$ cat src/rtl/rtc_bus_escritura.sv
// RTC multiplexed-bus sequencer: address phase then data phase, each with counted setup/strobe/hold.
// Outputs are registered from the next state, so they line up with the state register.
module rtc_bus_escritura #(
  parameter int T_SETUP = 2,
  parameter int T_PULSE = 4,
  parameter int T_HOLD  = 2,
  parameter int CNT_W   = 4
) (
  input  logic       clk,
  input  logic       rst_n,
  input  logic       start,
  input  logic       rd_wr,
  input  logic [7:0] dir,
  input  logic [7:0] dato,
  input  logic [7:0] bus_in,
  output logic [7:0] bus_out,
  output logic       bus_oe,
  output logic       cs_n,
  output logic       ad,
  output logic       wr_n,
  output logic       rd_n,
  output logic [7:0] dato_leido,
  output logic       busy,
  output logic       done
);

  typedef enum logic [2:0] {
    IDLE, A_SET, A_STB, A_HLD, D_SET, D_STB, D_HLD, FIN
  } state_t;

  localparam logic [CNT_W-1:0] SET_LAST   = CNT_W'(T_SETUP - 1);
  localparam logic [CNT_W-1:0] PULSE_LAST = CNT_W'(T_PULSE - 1);
  localparam logic [CNT_W-1:0] HOLD_LAST  = CNT_W'(T_HOLD - 1);
  localparam logic [CNT_W-1:0] CNT_ONE    = CNT_W'(1);

  state_t           state_q, state_d, phase_nxt;
  logic [CNT_W-1:0] cnt_q, cnt_d;
  logic             phase_end;
  logic [7:0]       dir_q, dir_d, dato_q, dato_d;
  logic             rd_wr_q, rd_wr_d;
  logic [7:0]       bus_out_q, bus_out_d, dato_leido_q, dato_leido_d;
  logic             bus_oe_q, bus_oe_d, cs_n_q, cs_n_d, ad_q, ad_d;
  logic             wr_n_q, wr_n_d, rd_n_q, rd_n_d, busy_q, busy_d, done_q, done_d;

  always_ff @(posedge clk or negedge rst_n) begin
    if (!rst_n) begin
      state_q      <= IDLE;
      cnt_q        <= '0;
      dir_q        <= '0;
      dato_q       <= '0;
      rd_wr_q      <= 1'b0;
      bus_out_q    <= '0;
      bus_oe_q     <= 1'b0;
      cs_n_q       <= 1'b1;
      ad_q         <= 1'b1;
      wr_n_q       <= 1'b1;
      rd_n_q       <= 1'b1;
      dato_leido_q <= '0;
      busy_q       <= 1'b0;
      done_q       <= 1'b0;
    end else begin
      state_q      <= state_d;
      cnt_q        <= cnt_d;
      dir_q        <= dir_d;
      dato_q       <= dato_d;
      rd_wr_q      <= rd_wr_d;
      bus_out_q    <= bus_out_d;
      bus_oe_q     <= bus_oe_d;
      cs_n_q       <= cs_n_d;
      ad_q         <= ad_d;
      wr_n_q       <= wr_n_d;
      rd_n_q       <= rd_n_d;
      dato_leido_q <= dato_leido_d;
      busy_q       <= busy_d;
      done_q       <= done_d;
    end
  end

  always_comb begin : next_state
    state_d   = state_q;
    cnt_d     = cnt_q;
    dir_d     = dir_q;
    dato_d    = dato_q;
    rd_wr_d   = rd_wr_q;
    phase_end = 1'b0;
    phase_nxt = IDLE;
    unique case (state_q)
      IDLE: begin
        if (start) begin
          state_d = A_SET;
          cnt_d   = '0;
          dir_d   = dir;
          dato_d  = dato;
          rd_wr_d = rd_wr;
        end
      end
      A_SET: begin phase_end = (cnt_q == SET_LAST);   phase_nxt = A_STB; end
      A_STB: begin phase_end = (cnt_q == PULSE_LAST); phase_nxt = A_HLD; end
      A_HLD: begin phase_end = (cnt_q == HOLD_LAST);  phase_nxt = D_SET; end
      D_SET: begin phase_end = (cnt_q == SET_LAST);   phase_nxt = D_STB; end
      D_STB: begin phase_end = (cnt_q == PULSE_LAST); phase_nxt = D_HLD; end
      D_HLD: begin phase_end = (cnt_q == HOLD_LAST);  phase_nxt = FIN;   end
      FIN:     state_d = IDLE;
      default: state_d = IDLE;
    endcase
    // Timed phases share one counter that restarts at every phase boundary.
    if (state_q != IDLE && state_q != FIN) begin
      if (phase_end) begin
        state_d = phase_nxt;
        cnt_d   = '0;
      end else begin
        cnt_d = cnt_q + CNT_ONE;
      end
    end
  end

  always_comb begin : outputs
    bus_out_d    = '0;
    bus_oe_d     = 1'b0;
    cs_n_d       = 1'b1;
    ad_d         = 1'b1;
    wr_n_d       = 1'b1;
    rd_n_d       = 1'b1;
    busy_d       = (state_d != IDLE);
    done_d       = (state_d == FIN);
    dato_leido_d = dato_leido_q;
    unique case (state_d)
      A_SET, A_STB, A_HLD: begin
        cs_n_d    = 1'b0;
        ad_d      = 1'b0;
        bus_oe_d  = 1'b1;
        bus_out_d = dir_d;
        wr_n_d    = (state_d != A_STB);
      end
      D_SET, D_STB, D_HLD: begin
        cs_n_d = 1'b0;
        if (rd_wr_d) begin
          bus_oe_d  = 1'b1;
          bus_out_d = dato_d;
          wr_n_d    = (state_d != D_STB);
        end else begin
          rd_n_d = (state_d != D_STB);
        end
      end
      default: ;
    endcase
    // Sample the RTC as late as possible in the read strobe.
    if (state_q == D_STB && cnt_q == PULSE_LAST && !rd_wr_q)
      dato_leido_d = bus_in;
  end

  assign bus_out    = bus_out_q;
  assign bus_oe     = bus_oe_q;
  assign cs_n       = cs_n_q;
  assign ad         = ad_q;
  assign wr_n       = wr_n_q;
  assign rd_n       = rd_n_q;
  assign dato_leido = dato_leido_q;
  assign busy       = busy_q;
  assign done       = done_q;

endmodule

$ cat config.mk
export PLATFORM = sky130hd
export DESIGN_NAME = rtc_bus_escritura
export DESIGN_NICKNAME = d
export VERILOG_FILES = /design/src/rtl/rtc_bus_escritura.sv
export SDC_FILE = /design/constraint.sdc
export NUM_CORES = 1
export LEC_CHECK = 0
export BUFFER_PORTS_ARGS = -buffer_cell sky130_fd_sc_hd__buf_4
export CAP_MARGIN = 20
export CORE_ASPECT_RATIO = 0.5
export CORE_UTILIZATION = 30
export CTS_CLUSTER_DIAMETER = 30
export CTS_CLUSTER_SIZE = 16
export DETAILED_ROUTE_END_ITERATION = 6
export PLACE_DENSITY = 0.6
export SETUP_SLACK_MARGIN = 0.2
export SLEW_MARGIN = 10
export SYNTH_ARGS = -nofsm -noshare
export SYNTH_HDL_FRONTEND = slang
export SYNTH_SLANG_ARGS = --single-unit
$ cat constraint.sdc
create_clock -name clk -period 5.29 [get_ports clk]
set_input_delay 0.7935 -clock clk [delete_from_list [all_inputs] [get_ports clk]]
set_output_delay 0.7935 -clock clk [all_outputs]
set_load 0.02 [all_outputs]
== After elaboration in Yosys (flattened, before gate mapping) ==
Index checks and enable logic that the tools add are counted.

* Reductions and logical operators: 15
* Muxes and demuxes: 26
* $add $sub $neg: 1
* Equal/unequal tests: 19

{| class="wikitable"
|+ Operators with widths
! kind !! number
|-
| $mux 8 || 5
|-
| $eq 3x3->1 const B || 8
|-
| $pmux 3 s6 || 1
|-
| $mux 4 || 4
|-
| $pmux 8 s2 || 1
|-
| $eq 3x2->1 const B || 4
|-
| $mux 3 || 3
|-
| $mux 1 || 8
|-
| $eq 3x1->1 const B || 2
|-
| $ne 3x3->1 const B || 2
|-
| $pmux 1 s2 || 3
|-
| $pmux 3 s2 || 1
|-
| $reduce_bool 3->1 || 2
|-
| $reduce_or 3->1 || 2
|-
| $reduce_or 6->1 || 1
|-
| $add 4x1->4 const B || 1
|-
| $eq 4x1->1 const B || 1
|-
| $eq 4x2->1 const B || 1
|-
| $reduce_bool 2->1 || 2
|-
| $reduce_or 4->1 || 1
|-
| $logic_and 1x1->1 || 3
|-
| $logic_not 3->1 || 1
|-
| $ne 3x2->1 const B || 1
|-
| $reduce_and 2->1 || 1
|-
| 2 further kinds || 2
|}

* Register bits after elaboration: 47
* Output and inout bits: 23
* Input bits: 28

== Logic depth before layout (Yosys ltp) ==
* Word-level depth: 8
* Gate-level depth with buffers: 9
* Depth with buffers taken out: 8

== Least setup slack after synthesis ==
Ideal clock, no wire load.

* Path type: reg-to-reg
* Start point: register state_q[0]
* End point: register bus_out_q[5] (netlist: bus_out[5])
* Period minus slack after synthesis: 2.521 ns
* Setup time: 0.067 ns
* Path buffers: 2
* Data required time: 5.223 ns
* Path slack: 2.769 ns
* Arrival time: 2.454 ns
* Stages on the path, launching flop included: 10
* Cells stage by stage: dfrtp_1 clkbuf_1 inv_1 ha_1 or4b_4 a21o_1 a2111oi_4 buf_6 o211ai_1 nand2_1

* Longest elaborated chain between the ends: 8
* Elaborated cells on any way between the ends: 32
* Classes of those cells: 14 x eq/ne; 11 x mux; 7 x reduce/logical

{| class="wikitable"
|+ Ends and longest elaborated chain
! what !! line !! text
|-
| from (decl) || 36 || <nowiki>state_t state_q, state_d, phase_nxt;</nowiki>
|-
| from (signal assigned) || 62 || <nowiki>state_q <= state_d;</nowiki>
|-
| $eq 3x3->1 (tied with other cells) || 87 || <nowiki>unique case (state_q)</nowiki>
|-
| $reduce_or 4->1 (no source line) / $reduce_or 2->1 (equally long branches) || n/a ||
|-
| $pmux 1 s2 || 87 ||
|-
| $mux 3 || 108 || <nowiki>if (phase_end) begin</nowiki>
|-
| $mux 3 || 107 || <nowiki>if (state_q != IDLE && state_q != FIN) begin</nowiki>
|-
| $eq 3x3->1 (tied with other cells) || 127 || <nowiki>unique case (state_d)</nowiki>
|-
| $reduce_or 3->1 || 127 ||
|-
| $pmux 8 s2 (*) || 127 ||
|-
| net bus_out_d[5] || 41 || <nowiki>logic [7:0] bus_out_q, bus_out_d, dato_leido_q, dato_leido_d;</nowiki>
|-
| to (signal assigned) || 67 || <nowiki>bus_out_q <= bus_out_d;</nowiki>
|-
| to (decl) || 41 ||
|}

Mark *: on every way through the listed nets, which the timed path passes. The rest lies on a longest branch.
A chain may end at the register's enable or synchronous reset.

== Final worst setup path ==
* Start point: register state_q[0]
* End point: register wr_n_q (netlist: wr_n)

* Longest elaborated chain between the ends: 8
* Elaborated cells on any way between the ends: 32
* Classes of those cells: 16 x eq/ne; 9 x mux; 7 x reduce/logical

{| class="wikitable"
|+ Ends and longest elaborated chain
! what !! line !! text
|-
| $eq 3x3->1 (tied with other cells) || 87 ||
|-
| $reduce_or 4->1 (no source line) / $reduce_or 2->1 (equally long branches) || n/a ||
|-
| $pmux 1 s2 || 87 ||
|-
| $mux 3 || 108 ||
|-
| $mux 3 || 107 ||
|-
| $eq 3x3->1 (tied with other cells) || 127 ||
|-
| $reduce_or 3->1 / $mux 1 (equally long branches) || 127, 137 ||
|-
| $pmux 1 s2 (*) || 127 ||
|-
| net wr_n_d || 43 || <nowiki>logic wr_n_q, wr_n_d, rd_n_q, rd_n_d, busy_q, busy_d, done_q, done_d;</nowiki>
|-
| to (signal assigned) || 71 || <nowiki>wr_n_q <= wr_n_d;</nowiki>
|-
| to (decl) || 43 ||
|}

Marks and branches as above.

==> impl_metrics.toml <==
[power]
p_leak_uw = 0.00123
switching_share = 0.392
pwr_density_cell_nw_per_um2 = 607
pwr-share-clk = 0.192
intPower_uw = 1010
combinationalPowerShare = 0.445
seqPwrFrac = 0.363
vdd_ir_drop_max_mv = 0.197
p_sw_uw = 652

[place]
dpl_worst_slack_ps = 2360
gp_congestion = 0.753
place_hpwl_um = 3140
numPortBuffers = 50
place_area_um2 = 2580

[floorplan]
start_util = 0.314
ios = 51
core_area_um2 = 6750
die_area_um2 = 7420
num_rows = 21
die_h_um = 61.4
dieWidth_um = 121

[yosys]
synth_most_common_cell = "dfrtp_1"
synth.avg_cell_area_um2 = 12.7
ys_async_sr_fraction = 1.00
synthTopCellsByCount = "43 x dfrtp_1, 24 x mux2_2, 18 x o211ai_1, 13 x nand2_1, 5 x inv_1"
yosysTopAreaCell = "dfrtp_1"
netlist-cell-type-count = 42
synth_warnings = 0
ys_ff_latch = 47
yosys.area.top_type_share = 0.508
ys_seq_area_frac = 0.558
synth_fa_ha_area_frac = 0.0177
synth_area_um2 = 2120
ys.flop_type = "dfrtp_1"
ys_top_cells_by_area = "dfrtp_1 51%, mux2_2 13%, o211ai_1 6.4%"
synthCells = 167
synthXorXnorAreaFrac = 0
synth_simple_gate_area_share = 0.111
synth_compound_area_frac = 0.145
syn_nets = 198
yosys-mux-area-fraction = 0.137
synth_top_family_by_area = "compound AO/OA/AOI/OAI gates"
synth-edff-count = 0

[clock_network]
cts_buffer_depth = 2
root_buffer = "clkbuf_16"
cts_buffers = 5
hold_buffers = 0
cts_tree = "done"
post_cts_resized = 0
cts_max_level = 2
clk_pin_slew_ps = 70
postCtsSetupBuffers = 0
cts.sinks = 47
insertion_delay_ps = 280

[min_path]
hold_class = "flip-flop to flip-flop"

[sta]
tns_ps = 0
hold_viol = 0
period_share = 0.558
finalSetupViolations = 0
fin_crit_ps = 2950
rsz0062_at_grt = "false"
worst_pin_slew_ps = 1120
hold_ws_ps = 498
setup_ws_ps = 2340
final_max_slew_viol_count = 0
fmax_ghz = 0.339
fin_skew_ps = 3.08
slew_headroom = 0.256

[cells_and_area]
drive_above_1_share = 0.445
syn_to_final_growth_pct = 29.4
fin_util = 0.406
nets = 250
design_area_um2 = 2740
fillerInstances = 630
diodes = 0

[critical_path]
crit_path_max_incr_delay_ps = 870
crit_path_end_kind = "flip-flop"
cp-start-kind = "flip-flop"
worstPathRequired_ps = 5500
cp_num_buf_inv = 1
crit_family = "compound AO/OA/AOI/OAI gates"
cp.arrival_ps = 3170
path_cells = "inv_1 > ha_1 > nor4b_2 > nand3_1 > a32oi_1 > nor3_1 > a31oi_1"
crit_path_max_fanout = 12
crit_type = "flip-flop to flip-flop"
crit_slowest_cell = "a32oi_1"

[route]
wl_um = 4520
first_pass_iters = 4
post_drt_via_cell_ratio = 4.76
antenna_left = 0
drtIter0Drc = 38
wire_per_inst_um = 14.5
vias = 1484
drc = 0

[grt]
antenna_found_initial = 0
grt_pass1_vias = 1473
grt_pass1_wl_um = 7130
grt_util_all_layers = 0.129
grt_max_degree = 48
overflow = 0

[outcome]
outcome = "complete, no violations"

[run]
drv_cap = 0
==> cells by family (layout without fill, tap and decap cells) <==
group / after synthesis / count (layout)
AOI/OAI and AO/OA: 40 / 40
and+or+nand+nor: 37 / 37
muxes: 26 / 26
adders and majority gates: 3 / 3
DFF: 47 / 47
buffers and inverters: 14 / 67
==> final timing paths <==
kind / start / slack (ps) / cells after the start / end
setup reg to reg: state_q[0]$_DFF_PN0_ / 2340 / 7 / wr_n$_DFF_PN1_
hold reg to reg: dato_q[1]$_DFF_PN0_ / 500 / 1 / dato_q[1]$_DFF_PN0_
min in group asynchronous: rst_n / 510 / 1 / dato_leido[1]$_DFFE_PN0P_
max in group asynchronous: rst_n / 4380 / 1 / dato_q[0]$_DFF_PN0_
hold / removal: dato_q[1]$_DFF_PN0_ / 500 / 1 / dato_q[1]$_DFF_PN0_
setup / recovery: state_q[0]$_DFF_PN0_ / 2340 / 7 / wr_n$_DFF_PN1_
==> state kept, by name, indices dropped and copies added, names as in the netlist <==
signal / count
busy: 1
dato_leido: 8
rd_wr_q: 1
cs_n: 1
dir_q: 8
dato_q: 8
ad: 1
wr_n: 1
bus_out: 8
rd_n: 1
bus_oe: 1
state_q: 3
done: 1
cnt_q: 4
==> power groups by stage <==
stage / combinational [uW] / clock, uW / sequential, uW
floorplan: 482 / 0 / 649
global placement: 718 / 0 / 605
detailed placement: 740 / 0 / 612
CTS: 746 / 329 / 606
global route: 809 / 346 / 626
finish: 740 / 320 / 604
==> routing by layer <==
layer,vias to the layer above,part of all wire,global-route usage
met1,737,0.48,0.173
met2,26,0.48,0.205
met4,0,0.011,0.0547
met3,4,0.030,0.0306
li1,717,-,-
met5,-,0,0
==> stage by stage <==
step / cells / power [uW]
detailed placement: 303 / 1350
global placement: 303 / 1320
global route: 312 / 1780
CTS: 311 / 1680
floorplan: 167 / 1130
finish: 312 / 1660
==> cell type report <==
class                      instances  area, um2  share of cell area
sequential                        47       1180               0.431
multi-input combinational        106        871               0.318
timing repair buffer              53        398               0.145
clock buffer                       5        125              0.0457
tap                               92        115              0.0420
clock inverter                     3       27.5              0.0100
inverter                           6       22.5             0.00822
==> layout by cell type, fill, tap and decap left out, types with 3 or more instances in the layout <==
| cell | instances |
|---|---|
| buf_4 | 53 |
| dfrtp_1 | 43 |
| mux2_2 | 24 |
| o211ai_1 | 18 |
| nand2_1 | 13 |
| inv_1 | 5 |
| clkbuf_16 | 5 |
| nor2_1 | 4 |
| dfstp_2 | 4 |
| nand3_1 | 3 |
| o21ai_0 | 3 |
| nor3_1 | 3 |
| ha_1 | 3 |
(Power assumes the default switching activity.)
